`config.mk`:
```
export PLATFORM = sky130hd
export DESIGN_NAME = seven_seg_digit_driver
export DESIGN_NICKNAME = d
export VERILOG_FILES = /design/src/rtl/seven_seg_digit_driver.sv
export SDC_FILE = /design/constraint.sdc
export NUM_CORES = 1
export LEC_CHECK = 0
export ABC_AREA = 1
export CORE_UTILIZATION = 35
export DETAILED_ROUTE_END_ITERATION = 10
export GPL_ROUTABILITY_DRIVEN = 0
export PLACE_DENSITY = 0.51
export SYNTH_ARGS = -nofsm -noshare
export SYNTH_HDL_FRONTEND = slang
export SYNTH_SLANG_ARGS = --single-unit
```
`constraint.sdc`:
```
create_clock -name div_clock -period 2.6 [get_ports div_clock]
set_clock_uncertainty 0.1 [all_clocks]
set_input_delay 0.52 -clock div_clock [delete_from_list [all_inputs] [get_ports div_clock]]
set_output_delay 0.52 -clock div_clock [all_outputs]
set_load 0.02 [all_outputs]
```
`src/rtl/seven_seg_digit_driver.sv`:
```
// Binary-to-BCD digit driver for a scanned 4-digit seven-segment display.
// A sequential double-dabble engine fills a display register that the anode scan reads back.
`timescale 1ns/1ps
module seven_seg_digit_driver #(
    parameter bit         BLANK_LZ = 1'b1,
    parameter logic [3:0] DP_MASK  = 4'b0000
) (
    input  logic        div_clock,
    input  logic        reset,
    input  logic [13:0] value,
    input  logic        load,
    input  logic [3:0]  anode,
    output logic [6:0]  cathode,
    output logic        dp,
    output logic        busy,
    output logic        overflow
);

    typedef enum logic {
        S_IDLE    = 1'b0,
        S_CONVERT = 1'b1
    } state_t;

    localparam logic [6:0] SEG_BLANK = 7'b1111111;
    localparam logic [6:0] SEG_DASH  = 7'b0111111;

    state_t      r_state;
    logic [29:0] r_shift;
    logic [3:0]  r_count;
    logic [15:0] r_disp;
    logic        r_dash;
    logic        r_busy;
    logic        r_overflow;

    logic [29:0] w_next;
    logic [3:0]  w_digit;
    logic [1:0]  w_idx;
    logic        w_valid;
    logic        w_blank;
    logic        w_th_z;
    logic        w_hu_z;
    logic        w_te_z;

    // One double-dabble step: correct each BCD nibble, then shift the whole register.
    function automatic logic [29:0] dabble_step(input logic [29:0] s);
        logic [29:0] t;
        t = s;
        for (int k = 0; k < 4; k++) begin
            if (t[14+4*k +: 4] >= 4'd5)
                t[14+4*k +: 4] = t[14+4*k +: 4] + 4'd3;
        end
        return {t[28:0], 1'b0};
    endfunction

    function automatic logic [6:0] seg_code(input logic [3:0] d);
        case (d)
            4'd0:    return 7'b1000000;
            4'd1:    return 7'b1111001;
            4'd2:    return 7'b0100100;
            4'd3:    return 7'b0110000;
            4'd4:    return 7'b0011001;
            4'd5:    return 7'b0010010;
            4'd6:    return 7'b0000010;
            4'd7:    return 7'b1111000;
            4'd8:    return 7'b0000000;
            4'd9:    return 7'b0010000;
            default: return SEG_BLANK;
        endcase
    endfunction

    always_comb w_next = dabble_step(r_shift);

    always_ff @(posedge div_clock or posedge reset) begin
        if (reset) begin
            r_state    <= S_IDLE;
            r_shift    <= '0;
            r_count    <= '0;
            r_disp     <= '0;
            r_dash     <= 1'b0;
            r_busy     <= 1'b0;
            r_overflow <= 1'b0;
        end else begin
            case (r_state)
                S_IDLE: begin
                    if (load) begin
                        if (value <= 14'd9999) begin
                            r_shift <= {16'b0, value};
                            r_count <= '0;
                            r_busy  <= 1'b1;
                            r_state <= S_CONVERT;
                        end else begin
                            // Out-of-range value keeps the old digits; only the dash overlay changes.
                            r_overflow <= 1'b1;
                            r_dash     <= 1'b1;
                        end
                    end
                end
                S_CONVERT: begin
                    r_shift <= w_next;
                    r_count <= r_count + 4'd1;
                    if (r_count == 4'd13) begin
                        r_disp     <= w_next[29:14];
                        r_dash     <= 1'b0;
                        r_overflow <= 1'b0;
                        r_busy     <= 1'b0;
                        r_state    <= S_IDLE;
                    end
                end
                default: r_state <= S_IDLE;
            endcase
        end
    end

    assign busy     = r_busy;
    assign overflow = r_overflow;

    assign w_th_z = (r_disp[15:12] == 4'd0);
    assign w_hu_z = w_th_z && (r_disp[11:8] == 4'd0);
    assign w_te_z = w_hu_z && (r_disp[7:4] == 4'd0);

    always_comb begin
        w_valid = 1'b1;
        w_idx   = 2'd0;
        w_digit = r_disp[3:0];
        w_blank = 1'b0;
        case (anode)
            4'b1110: begin w_idx = 2'd0; w_digit = r_disp[3:0];   w_blank = 1'b0;              end
            4'b1101: begin w_idx = 2'd1; w_digit = r_disp[7:4];   w_blank = BLANK_LZ && w_te_z; end
            4'b1011: begin w_idx = 2'd2; w_digit = r_disp[11:8];  w_blank = BLANK_LZ && w_hu_z; end
            4'b0111: begin w_idx = 2'd3; w_digit = r_disp[15:12]; w_blank = BLANK_LZ && w_th_z; end
            default: w_valid = 1'b0;
        endcase
    end

    // Blanked digits still honour their decimal point; the dash overlay suppresses it.
    always_comb begin
        cathode = SEG_BLANK;
        dp      = 1'b1;
        if (w_valid) begin
            if (r_dash) begin
                cathode = SEG_DASH;
            end else begin
                cathode = w_blank ? SEG_BLANK : seg_code(w_digit);
                dp      = ~DP_MASK[w_idx];
            end
        end
    end

endmodule

```
==> results of run 1 <==
-- cell families (layout without fill, tap and decap cells) --
| logic type | after synthesis | count (layout) | share of synthesized area |
|---|---|---|---|
| AND/OR/NAND/NOR | 189 | 189 | 0.285 |
| AO/OA/AOI/OAI | 71 | 71 | 0.127 |
| buffers and inverters | 63 | 115 | 0.0803 |
| flip-flops | 53 | 53 | 0.432 |
| adder cells (fa/ha/maj) | 13 | 13 | 0.0530 |
| XOR/XNOR | 4 | 4 | 0.0114 |
| multiplexers | 3 | 3 | 0.00978 |
| other | 1 | 1 | 0.00122 |
-- report_power, final --
group | switching, mW | internal (mW) | leakage (nW)
sequential | 0.273 | 1.22 | 0.659
clock | 0.265 | 0.191 | 0.0385
combinational | 1.22 | 0.865 | 1.26
total | 1.76 | 2.27 | 1.96
-- repair_timing --
action	4_1_cts	5_1_grt
setup endpoints to repair	7	7
gates resized for setup	73	33
pin swaps	17	28
buffers inserted	7	5
-- cells in the mapped netlist (4+ instances only) --
library cell	count	area, sq um
nand2_1	123	462
dfrtp_1	53	1330
inv_1	44	165
o21ai_0	40	200
nand3_1	22	110
nor2_1	20	75.1
o22ai_1	17	106
ha_1	13	163
a21oi_1	7	35.0
clkbuf_1	7	26.3
inv_2	6	22.5
nor2_4	6	67.6
buf_2	5	25.0
xor2_1	4	35.0
-- metrics by stage --
stage / std cells / TNS [ns] / worst slack, ns / util / hold slack (ns)
2_1_floorplan: 397 / 0 / 0.258 / - / 0.349
3_3_place_gp: 535 / -5.18 / -0.772 / 0.430 / 0.365
3_5_place_dp: 535 / -5.34 / -0.813 / 0.430 / 0.366
4_1_cts: 549 / 0 / 0.0217 / 0.450 / 0.393
5_1_grt: 554 / -0.0211 / -0.0154 / 0.468 / 0.410
6_report: 554 / 0 / 0.0799 / 0.468 / 0.385
-- worst max-delay path, stage by stage --
cell,delay [ns]
buf_8,0.09
inv_4,0.03
nor2_4,0.17
nand2_8,0.09
buf_6,0.13
buf_4,0.12
nand4_1,0.08
inv_2,0.07
nor2_8,0.14
nor2_4,0.05
nor2_4,0.18
nand2_1,0.09
buf_6,0.13
-- final timing paths --
kind / from / to / slack [ns] / cells past startpoint
setup / recovery: anode[3] / cathode[0] / 0.08 / 13
hold / removal: r_shift[1] / r_shift[1] / 0.39 / 2
hold reg to reg: r_shift[1] / r_shift[1] / 0.39 / 2
max in group asynchronous: reset / r_disp[4] / 1.69 / 3
setup reg to reg: r_shift[18] / r_shift[19] / 0.92 / 6
min in group asynchronous: reset / r_shift[27] / 0.47 / 3
-- routing by layer --
layer	GRT usage	vias up	wire (um)
met2	0.277	35	3180
met1	0.213	1177	3250
li1	-	1371	-
met4	0.0560	0	130
met3	0.0239	11	148
met5	0	-	0
-- flip-flops by register name, summed over array words and instances (netlist names) --
| signal | count |
|---|---|
| overflow | 1 |
| r_state | 1 |
| r_count | 4 |
| r_disp | 16 |
| r_shift | 30 |
| busy | 1 |
-- final cells by class --
type	instances	area, sq um	share of cell area
Timing Repair Buffer	57	552	0.141
Clock inverter	1	7.51	0.00192
Inverter	50	203	0.0519
Sequential cell	53	1330	0.340
Tap cell	105	131	0.0337
Clock buffer	7	76.3	0.0196
Multi-Input combinational cell	281	1610	0.412
==> flow_metrics.env, run 1 <==
export IMPL_slew_viol_final=0
export IMPL_via_count=2594
export IMPL_die_w_um=95.6
export IMPL_ys_flop_type="dfrtp_1"
export IMPL_period_minus_slack_ns=2.52
export IMPL_hpwl_mm=4.80
export IMPL_via_per_inst=4.68
export IMPL_core_area_sq_mm=0.00834
export IMPL_grt_pass1_wl_mm=11.6
export IMPL_ant_nets=0
export IMPL_cp_end_kind="output port"
export IMPL_htree_num_levels=2
export IMPL_peakVddDrop_v=0.000281
export IMPL_final_layout_size_suffix_gt1_frac=0.214
export IMPL_cp_arrival_ns=1.90
export IMPL_drt_iter0_drc=124
export IMPL_core_rowCount=33
export IMPL_cp_data_required_time_ns=1.98
export IMPL_wirelength_mm=6.72
export IMPL_die_area_sq_mm=0.00915
export IMPL_antenna_found_initial=0
export IMPL_rsz0062_at_grt="yes"
export IMPL_nets=482
export IMPL_layout_common_cells="nand2_1 (113), dfrtp_1 (53), o21ai_0 (40)"
export IMPL_portBuffers=29
export IMPL_wl_per_cell_um=12.1
export IMPL_grt_use_total=0.164
export IMPL_leakage_nw=1.96
export IMPL_grt_max_degree=54
export IMPL_crit_type="input port to output port"
export IMPL_drt_first_pass_iters=4
export IMPL_cts_buffers=5
export IMPL_setup_viol_count_final=0
export IMPL_ctsRootBufferMaster="clkbuf_8"
export IMPL_placed_cell_area_sq_mm=0.00358
export IMPL_start_kind="input port"
export IMPL_final_hold_violation_count=0
export IMPL_synth_seq_cells=53
export IMPL_netlist_cell_type_count=32
export IMPL_area_delta_synth_final_pct=27.2
export IMPL_clock_fmax_ghz=0.397
export IMPL_clk_pin_slew_ns=0.09
export IMPL_synth_enable_flop_cells=0
export IMPL_syn_num_nets=431
export IMPL_postLayoutCellArea_sq_mm=0.00390
export IMPL_synth_avg_cell_area_sq_um=7.73
export IMPL_yosysSeqAreaShare=0.432
export IMPL_clkLatencyLatePin_ns=0.30
export IMPL_final_common_cell="nand2_1"
export IMPL_gr_total_overflow=0
export IMPL_cp_max_fo=6
export IMPL_start_util=0.368
export IMPL_die_h_um=95.6
export IMPL_cts_tree="yes"
export IMPL_power_density_mw_per_mm2=1030
export IMPL_nFillCells=829
export IMPL_synth_area_sq_mm=0.00307
export IMPL_clk_path_buf_depth=2
export IMPL_min_path_type="flop to flop"
export IMPL_fin_total_pwr_mw=4.03
export IMPL_syn_instance_count=397
export IMPL_status="completed"
export IMPL_antenna_cells=0
export IMPL_maxCapViolations=0
export IMPL_fin_crit_sh=0.969
export IMPL_cts_sinks=53
export IMPL_ys_async_sr_fraction=1.00
export IMPL_drc=0
export IMPL_io_pins=31
export IMPL_synth_warnings=0
export IMPL_grt_pass1_vias=2481
export IMPL_holdBufCountCts=0
Note: power is estimated with default switching activity, not from simulation.
==> run 2: changes to the inputs <==
--- a/config.mk
+++ b/config.mk
@@ -9,2 +9,3 @@
 export CORE_UTILIZATION = 35
+export CTS_CLUSTER_SIZE = 40
 export DETAILED_ROUTE_END_ITERATION = 10
==> constraint.sdc (replaced) <==
create_clock -name div_clock -period 2.6 [get_ports div_clock]
set_clock_uncertainty 0.1 [all_clocks]
set_input_delay 0.78 -clock div_clock [delete_from_list [all_inputs] [get_ports div_clock]]
set_output_delay 0.78 -clock div_clock [all_outputs]
set_load 0.02 [all_outputs]
==> flow_metrics.env, run 2 (same netlist as run 1, synthesis figures left out) <==
export IMPL_status="finished with violations"
export IMPL_violations="negative setup slack"
export IMPL_core_area_sq_mm=0.00834
export IMPL_multi_input_area_sq_mm=0.00167
export IMPL_regMostFlops="r_shift"
export IMPL_hpwl_mm=4.73
export IMPL_maxCapViolations=0
export IMPL_seq_area_sq_mm=0.00133
export IMPL_antenna_found_initial=0
export IMPL_power_switching_mw=1.85
export IMPL_cp_data_required_time_ns=1.72
export IMPL_nFillCells=803
export IMPL_grt_use_met1=0.218
export IMPL_peakVddDrop_v=0.000361
export IMPL_setup_viol_count_final=7
export IMPL_slew_viol_final=0
export IMPL_cts_buffers=5
export IMPL_grt_pass1_wl_mm=11.5
export IMPL_drc=0
export IMPL_final_setup_tns_ns=-3.64
export IMPL_nets=494
export IMPL_power_density_mw_per_mm2=1040
export IMPL_htree_num_levels=2
export IMPL_portBuffers=29
export IMPL_core_rowCount=33
export IMPL_grt_pass1_vias=2484
export IMPL_io_pins=31
export IMPL_drt_first_pass_iters=4
export IMPL_clkLatencyLatePin_ns=0.31
export IMPL_area_delta_synth_final_pct=33.4
export IMPL_grt_max_degree=54
export IMPL_clock_fmax_ghz=0.316
export IMPL_cp_max_fo=6
export IMPL_rsz0062_at_grt="yes"
export IMPL_clk_pin_slew_ns=0.10
export IMPL_fin_total_pwr_mw=4.27
export IMPL_top_regs="r_shift (30), r_disp (16), r_count (4)"
export IMPL_final_layout_size_suffix_gt1_frac=0.254
export IMPL_cp_end_kind="output port"
export IMPL_crit_type="input port to output port"
export IMPL_wl_per_cell_um=12.1
export IMPL_wirelength_mm=6.88
export IMPL_gr_total_overflow=0
export IMPL_start_util=0.368
export IMPL_use_met2=0.266
export IMPL_period_minus_slack_ns=3.16
export IMPL_cp_arrival_ns=2.28
export IMPL_postLayoutSetupSlackWorst_ns=-0.565
export IMPL_min_path_type="flop to flop"
export IMPL_p_seq_frac=0.348
export IMPL_sw_frac_of_total=0.432
export IMPL_ant_nets=0
export IMPL_grt_use_total=0.162
export IMPL_layout_common_cells="nand2_1 (110), dfrtp_1 (53), o21ai_0 (40)"
export IMPL_cts_tree="yes"
export IMPL_antenna_cells=0
export IMPL_via_per_inst=4.73
export IMPL_internal_power_mw=2.43
export IMPL_leakage_nw=2.06
export IMPL_die_h_um=95.6
export IMPL_ctsRootBufferMaster="clkbuf_8"
export IMPL_final_common_cell="nand2_1"
export IMPL_die_area_sq_mm=0.00915
export IMPL_clk_path_buf_depth=2
export IMPL_combPwrFrac=0.536
export IMPL_clock_power_share=0.116
export IMPL_holdBufCountCts=0
export IMPL_busiest_layer="met2"
export IMPL_final_hold_violation_count=0
export IMPL_cts_sinks=53
export IMPL_via_count=2680
export IMPL_drt_iter0_drc=119
export IMPL_use_met3=0.0223
export IMPL_die_w_um=95.6
export IMPL_fin_crit_sh=1.22
export IMPL_largest_register_ffs=30
export IMPL_start_kind="input port"
==> run 2: layout make-up <==
cell class	instances	share of cell area
Clock inverter	2	0.00336
Sequential cell	53	0.324
Inverter	50	0.0495
Multi-Input combinational cell	281	0.408
Timing Repair Buffer	69	0.163
Tap cell	105	0.0321
Clock buffer	6	0.0202
==> run 2: what timing repair did <==
item / 4_1_cts / 5_1_grt
gates resized for setup: 81 / 21
endpoints found under the setup margin: 7 / 7
pin swaps: 22 / 24
buffers inserted: 13 / 2
==> run 2: critical path: stages <==
cell and delay, ns:
buf_8 0.10, buf_6 0.12, nand2_8 0.07, inv_8 0.04
nand2_8 0.07, nor2_2 0.03, nand3b_1 0.21, nor2_4 0.19
buf_6 0.12, ha_4 0.19, nand2_1 0.07, nand2_1 0.06
nand2_1 0.07, nand2_2 0.05, buf_6 0.12
==> run 2: final timing paths <==
| path | from | end | slack [ns] | cells past startpoint |
|---|---|---|---|---|
| min | r_shift[5] | r_shift[5] | 0.39 | 2 |
| max reg2reg | r_state | r_count[3] | 0.88 | 6 |
| max | anode[3] | cathode[3] | -0.56 | 15 |
| max in group asynchronous | reset | r_disp[8] | 1.42 | 3 |
| min in group asynchronous | reset | r_shift[26] | 0.73 | 3 |
| min reg2reg | r_shift[5] | r_shift[5] | 0.39 | 2 |
==> run 2: power by group through the flow <==
stage / combinational, mW / sequential [mW] / clock (mW)
2_1_floorplan: 1.51 / 1.43 / 0
3_3_place_gp: 2.04 / 1.49 / 0
3_5_place_dp: 2.08 / 1.49 / 0
4_1_cts: 2.21 / 1.48 / 0.520
5_1_grt: 2.60 / 1.53 / 0.544
6_report: 2.29 / 1.49 / 0.496
==> run 2: layer usage <==
metal | vias up | share of wire
met5 | - | 0
met4 | 0 | 0.019
met1 | 1232 | 0.49
li1 | 1401 | -
met2 | 38 | 0.47
met3 | 9 | 0.025
==> run 2: through the flow <==
step | cells | hold slack (ns) | area [sq um] | utilization | worst slack [ns]
after floorplan | 397 | 0.349 | 3140 | - | -0.178
after global placement | 543 | 0.363 | 3710 | 0.445 | -1.39
after detailed placement | 543 | 0.365 | 3710 | 0.445 | -1.41
after CTS | 564 | 0.393 | 3990 | 0.478 | -0.532
after global routing | 566 | 0.403 | 4100 | 0.491 | -0.640
final | 566 | 0.388 | 4100 | 0.491 | -0.565
==> edit 1 (flow settings as in run 1) <==
Register the output `cathode`, with the module's reset; this adds one clock of latency there. The other outputs are not delayed to match.
--- a/src/rtl/seven_seg_digit_driver.sv
+++ b/src/rtl/seven_seg_digit_driver.sv
@@ -23,6 +23,8 @@
 
     localparam logic [6:0] SEG_BLANK = 7'b1111111;
     localparam logic [6:0] SEG_DASH  = 7'b0111111;
+
+    logic [6:0] cathode_d;
 
     state_t      r_state;
     logic [29:0] r_shift;
@@ -134,17 +136,25 @@
 
     // Blanked digits still honour their decimal point; the dash overlay suppresses it.
     always_comb begin
-        cathode = SEG_BLANK;
+        cathode_d = SEG_BLANK;
         dp      = 1'b1;
         if (w_valid) begin
             if (r_dash) begin
-                cathode = SEG_DASH;
+                cathode_d = SEG_DASH;
             end else begin
-                cathode = w_blank ? SEG_BLANK : seg_code(w_digit);
+                cathode_d = w_blank ? SEG_BLANK : seg_code(w_digit);
                 dp      = ~DP_MASK[w_idx];
             end
         end
     end
 
+    always_ff @(posedge div_clock or posedge reset) begin
+        if (reset) begin
+            cathode <= '0;
+        end else begin
+            cathode <= cathode_d;
+        end
+    end
+
 endmodule
 
Behaviour: not the same (Yosys sat finds a counterexample within 4 cycles, from zero or initial values and one cycle with reset high).
==> edit 1 against run 1 <==
Routed wire length down 6.2%. Count of clock-buffer cells in the layout rose by 5. Setup slack improved by 0.38 ns. Power up 4.1%. Highest routed layer unchanged. First-iteration DRC count decreased by 19%. Utilization down 3.7 points. Synthesized area increased by 3.6%. Sequential cell count rose by 7. Critical endpoint is now cathode[6]$_DFF_PP0_. Maximum frequency increased by 18%. Non-clock buffer count is 23 lower. Cell area is 3.3% lower.
==> edit 1: results (changes against run 1) <==
Status
  – Outcome: completed

Clock tree
  – Post-CTS Setup Repair Bufs: 0 (-7)
  – Clock tree buffer depth: 2 (unchanged)
  – CTS buffer count: 9 (+4)
  – Clk pin slew, worst setup/hold paths: 0.07 ns (-0.02 ns)
  – Htree depth: 3 (+1)
  – # resized after CTS: 0 (-100%)
  – Worst-skew pair later-pin latency: 0.33 ns (+0.03 ns)

Place
  – Placed cell count: 509 (-4.9%)
  – Placed cell area: 0.00360 mm2 (+0.38%)
  – I/O Buffers: 29 (unchanged)
  – DP HPWL: 4490 um (-6.4%)

Critical path
  – Critical Path AT: 2.27 ns (+0.37 ns)
  – CP max stage delay: 0.53 ns (+0.35 ns)
  – Slowest cell on the critical path: clkdlybuf4s50_1
  – CP delay by family, top: simple AND/OR/NAND/NOR gates
  – FF-to-FF path depth: 4 (-2)
  – CP max FO: 6 (unchanged)

Detailed routing
  – First-pass iteration count of the detailed router: 4 (unchanged)
  – Starting DRT DRC Count: 101 (-19%)
  – Vias per cell: 4.77 (+2.0%)
  – Drt total wl: 6300 um (-6.2%)
  – Routed len/inst: 12.0 um (-0.60%)

Final layout
  – Layout cells sized above 1: 12.5% (-8.9 points)
  – Nets: 446 (-7.5%)
  – Top flop regs: r_shift x30, r_disp x16, cathode x7
  – ANT cells: 0 (unchanged)

Yosys
  – Compound-Gate Fraction of Synth Area: 13.9% (+1.2 points)
  – FFs w/ async S/R, synth: 100% (unchanged)
  – Post-synthesis adder-cell area fraction: 5.11% (-0.19 points)
  – EDFF count, synth: 0 (unchanged)
  – Multiplexer share of the synthesized area: 0% (-0.98 points)
  – Synth Net Count: 412 (-4.4%)
  – Avg Inst Size Synth: 8.41 um2 (+8.8%)
  – Post-synthesis xor/xnor area fraction: 1.38% (+0.24 points)
  – Post-synth cell types: 35 (+9.4%)
  – Largest cells by area after synthesis: dfrtp_1 (47%), nand2_1 (9.2%), o21ai_0 (6.6%)
  – Seq/Total Area, Yosys: 47.2% (+4.0 points)
  – Post-synth top cells: nand2_1 (78), dfrtp_1 (60), o21ai_0 (42)

Power
  – VDD IR max: 0.328 mV (+17%)
  – Leakage: 1.83 nW (-6.5%)
  – Sw Share: 40.3% (-3.3 points)

Worst hold path
  – Hold WC Path Type: register to register

Global routing
  – Gr usage total: 14.9% (-1.5 points)
  – Largest net degree at the start of global routing: 61 (+13%)
  – Vias in the first global route: 2514 (+1.3%)
  – First-pass GRT wire length: 11300 um (-2.0%)
## edit 1: worst min-delay path: cells and delay by family (launching register included)
kind	cells	cell delay (ns)
simple gates	2	0.10
flops	1	0.34
## edit 1: area by class of cell
type,count,area (um2)
Clock buffer,12,165
Clock inverter,2,10.0
Fill cell,875,4990
Inverter,47,179
Multi-Input combinational cell,260,1440
Sequential cell,60,1500
Tap cell,108,135
Timing Repair Buffer,34,340
## edit 1: power groups by stage
stage | Clock, mW | Combinational, mW | Sequential, mW
after detailed placement | 0 | 1.85 | 1.64
after global routing | 0.825 | 2.14 | 1.68
final | 0.752 | 1.82 | 1.62
after global placement | 0 | 1.83 | 1.64
after CTS | 0.783 | 1.85 | 1.63
after floorplan | 0 | 1.42 | 1.59
## edit 1: final timing paths
| path | end | from | slack, ns |
|---|---|---|---|
| worst max register to register | r_shift[1]$_DFFE_PP0P_ | r_state$_DFF_PP0_ | 0.76 |
| worst min-delay path | r_shift[10]$_DFFE_PP0P_ | r_shift[10]$_DFFE_PP0P_ | 0.37 |
| max in group asynchronous | r_shift[24]$_DFFE_PP0P_ | reset | 1.67 |
| worst max-delay path | cathode[6]$_DFF_PP0_ | anode[3] | 0.46 |
| worst min register to register | r_shift[10]$_DFFE_PP0P_ | r_shift[10]$_DFFE_PP0P_ | 0.37 |
| min in group asynchronous | r_shift[4]$_DFFE_PP0P_ | reset | 0.46 |
## edit 1: per-layer routing
metal,track usage (%),up-vias,wire [um]
li1,-,1307,-
met1,18.6,1139,3060
met2,24.4,41,2880
met3,3.60,10,254
met4,6.67,0,108
met5,0,-,0
## edit 1: stage by stage
stage | power, mW | setup slack [ns]
finish | 4.20 | 0.456
detailed placement | 3.49 | 0.108
global placement | 3.47 | 0.143
CTS | 4.26 | 0.471
global route | 4.64 | 0.291
floorplan | 3.01 | 0.495
==> edit 2 (config.mk and constraints of run 1) <==
Without the edit above. Change the parameter `BLANK_LZ` from 1'b1 to 1'b0.
--- a/src/rtl/seven_seg_digit_driver.sv
+++ b/src/rtl/seven_seg_digit_driver.sv
@@ -2,7 +2,7 @@
 // A sequential double-dabble engine fills a display register that the anode scan reads back.
 `timescale 1ns/1ps
 module seven_seg_digit_driver #(
-    parameter bit         BLANK_LZ = 1'b1,
+    parameter bit         BLANK_LZ = 1'b0,
     parameter logic [3:0] DP_MASK  = 4'b0000
 ) (
     input  logic        div_clock,
Formal check against the unedited RTL: not equivalent (a bounded check fails within 4 cycles, from zero or initial values and one cycle with reset high).
==> edit 2 against run 1 <==
Setup slack gained 0.013 ns. Power shrank 5.1%. Largest power group unchanged. Register-to-register slack worse by 0.02 ns. Combinational power shrank 8%. Largest cell class unchanged. Synthesized area fell by 4.9%. Cell area is 5.8% lower. Via count is 5.2% lower. Synthesized cell count shrank 7.3%. Sequential cell count stayed put. Routed wire length shrank 6.3%. Sequential share of layout area up 2.1 points.
==> edit 2: results (changes against run 1) <==
Detailed routing
  – First-pass iteration count of the detailed router: 5 (+1)
  – Routed len/inst: 12.2 um (+0.42%)
  – Drt total wl: 6290 um (-6.3%)
  – Vias per cell: 4.76 (+1.6%)
  – WL met1: 2950 um (-9.2%)
  – DR WL met3: 232 um (+57%)
  – Met2 routed WL: 3020 um (-5.3%)
  – Starting DRT DRC Count: 58 (-53%)

Yosys
  – Synth Net Count: 400 (-7.2%)
  – Largest cells by area after synthesis: dfrtp_1 (45%), nand2_1 (14%), o21ai_0 (7.2%)
  – Post-synth cell types: 27 (-16%)
  – Post-synth top cells: nand2_1 (106), dfrtp_1 (53), inv_1 (43)
  – Seq/Total Area, Yosys: 45.5% (+2.2 points)

Global routing
  – Gr usage total: 15.5% (-0.87 points)
  – Largest net degree at the start of global routing: 39 (-28%)
  – First-pass GRT wire length: 10700 um (-7.6%)
  – Vias in the first global route: 2384 (-3.9%)
  – Met2 Use GR: 26.2% (-1.5 points)
  – GR Layer Usage met3: 3.09% (+0.70 points)
  – Met1 GRT Util: 20.0% (-1.3 points)

Final layout
  – Final clock-cell share: 2.18% (+0.030 points)
  – Layout cells sized above 1: 20.2% (-1.1 points)
  – Buffering overhead: 12.7% (-1.4 points)
  – Non-clk invs: 48 (-4.0%)
  – Nets: 446 (-7.5%)
  – Multi-In Gates: 255 (-9.3%)
  – CLK BUF: 8 (+1)
  – Buffers excl. clock: 51 (-11%)

Critical path
  – Critical Path AT: 1.89 ns
  – CP max FO: 4 (-2)
  – CP max stage delay: 0.27 ns (+0.09 ns)
  – CP delay by family, top: buffers and inverters

Clock tree
  – Post-CTS Setup Repair Bufs: 6 (-1)

Power
  – VDD IR max: 0.403 mV (+44%)
  – Leakage: 1.85 nW (-5.4%)

Status
  – Outcome: completed

Place
  – DP HPWL: 4430 um (-7.6%)
## edit 2: cell count changes after synthesis, moves of 2 or more
cell	run 1	this run
nand2_2	3	5
nor2_2	2	4
ha_1	13	11
nor2_1	20	11
a21oi_1	7	9
mux2i_1	3	7
nand3b_1	2	0
nand2_1	123	106
nor2_4	6	2
o21ai_0	40	42
## edit 2: worst paths after layout
| kind | slack [ns] | depth (start not counted) | startpoint | endpoint |
|---|---|---|---|---|
| max | 0.09 | 12 | anode[0] | cathode[4] |
| min | 0.39 | 2 | r_disp[3]$_DFFE_PP0P_ | r_disp[3]$_DFFE_PP0P_ |
| max reg2reg | 0.90 | 6 | r_state$_DFF_PP0_ | r_shift[13]$_DFFE_PP0P_ |
| min reg2reg | 0.39 | 2 | r_disp[3]$_DFFE_PP0P_ | r_disp[3]$_DFFE_PP0P_ |
| max in group asynchronous | 1.48 | 3 | reset | r_shift[0]$_DFFE_PP0P_ |
| min in group asynchronous | 0.41 | 2 | reset | r_count[1]$_DFFE_PP0P_ |
## edit 2: logic make-up after synthesis
| logic type | share of synthesized area (%) |
|---|---|
| adder cells (fa/ha/maj) | 4.72 |
| XOR/XNOR | 1.20 |
| AO/OA/AOI/OAI | 14.7 |
| flip-flops | 45.5 |
| buffers and inverters | 8.02 |
| other | 0.129 |
| multiplexers | 2.40 |
| AND/OR/NAND/NOR | 23.4 |
## edit 2: through the flow
step	TNS, ns	area [um2]	power [mW]	worst slack, ns
floorplan	0	2920	2.79	0.178
global placement	-5.16	3400	3.28	-0.817
detailed placement	-5.27	3400	3.31	-0.823
CTS	0	3550	3.81	0.00113
global route	-0.0205	3680	4.23	-0.0137
finish	0	3680	3.82	0.0925
## edit 2: power by group
group	internal, mW	switching (mW)
clock network	0.192	0.249
registers	1.22	0.237
logic	0.789	1.14
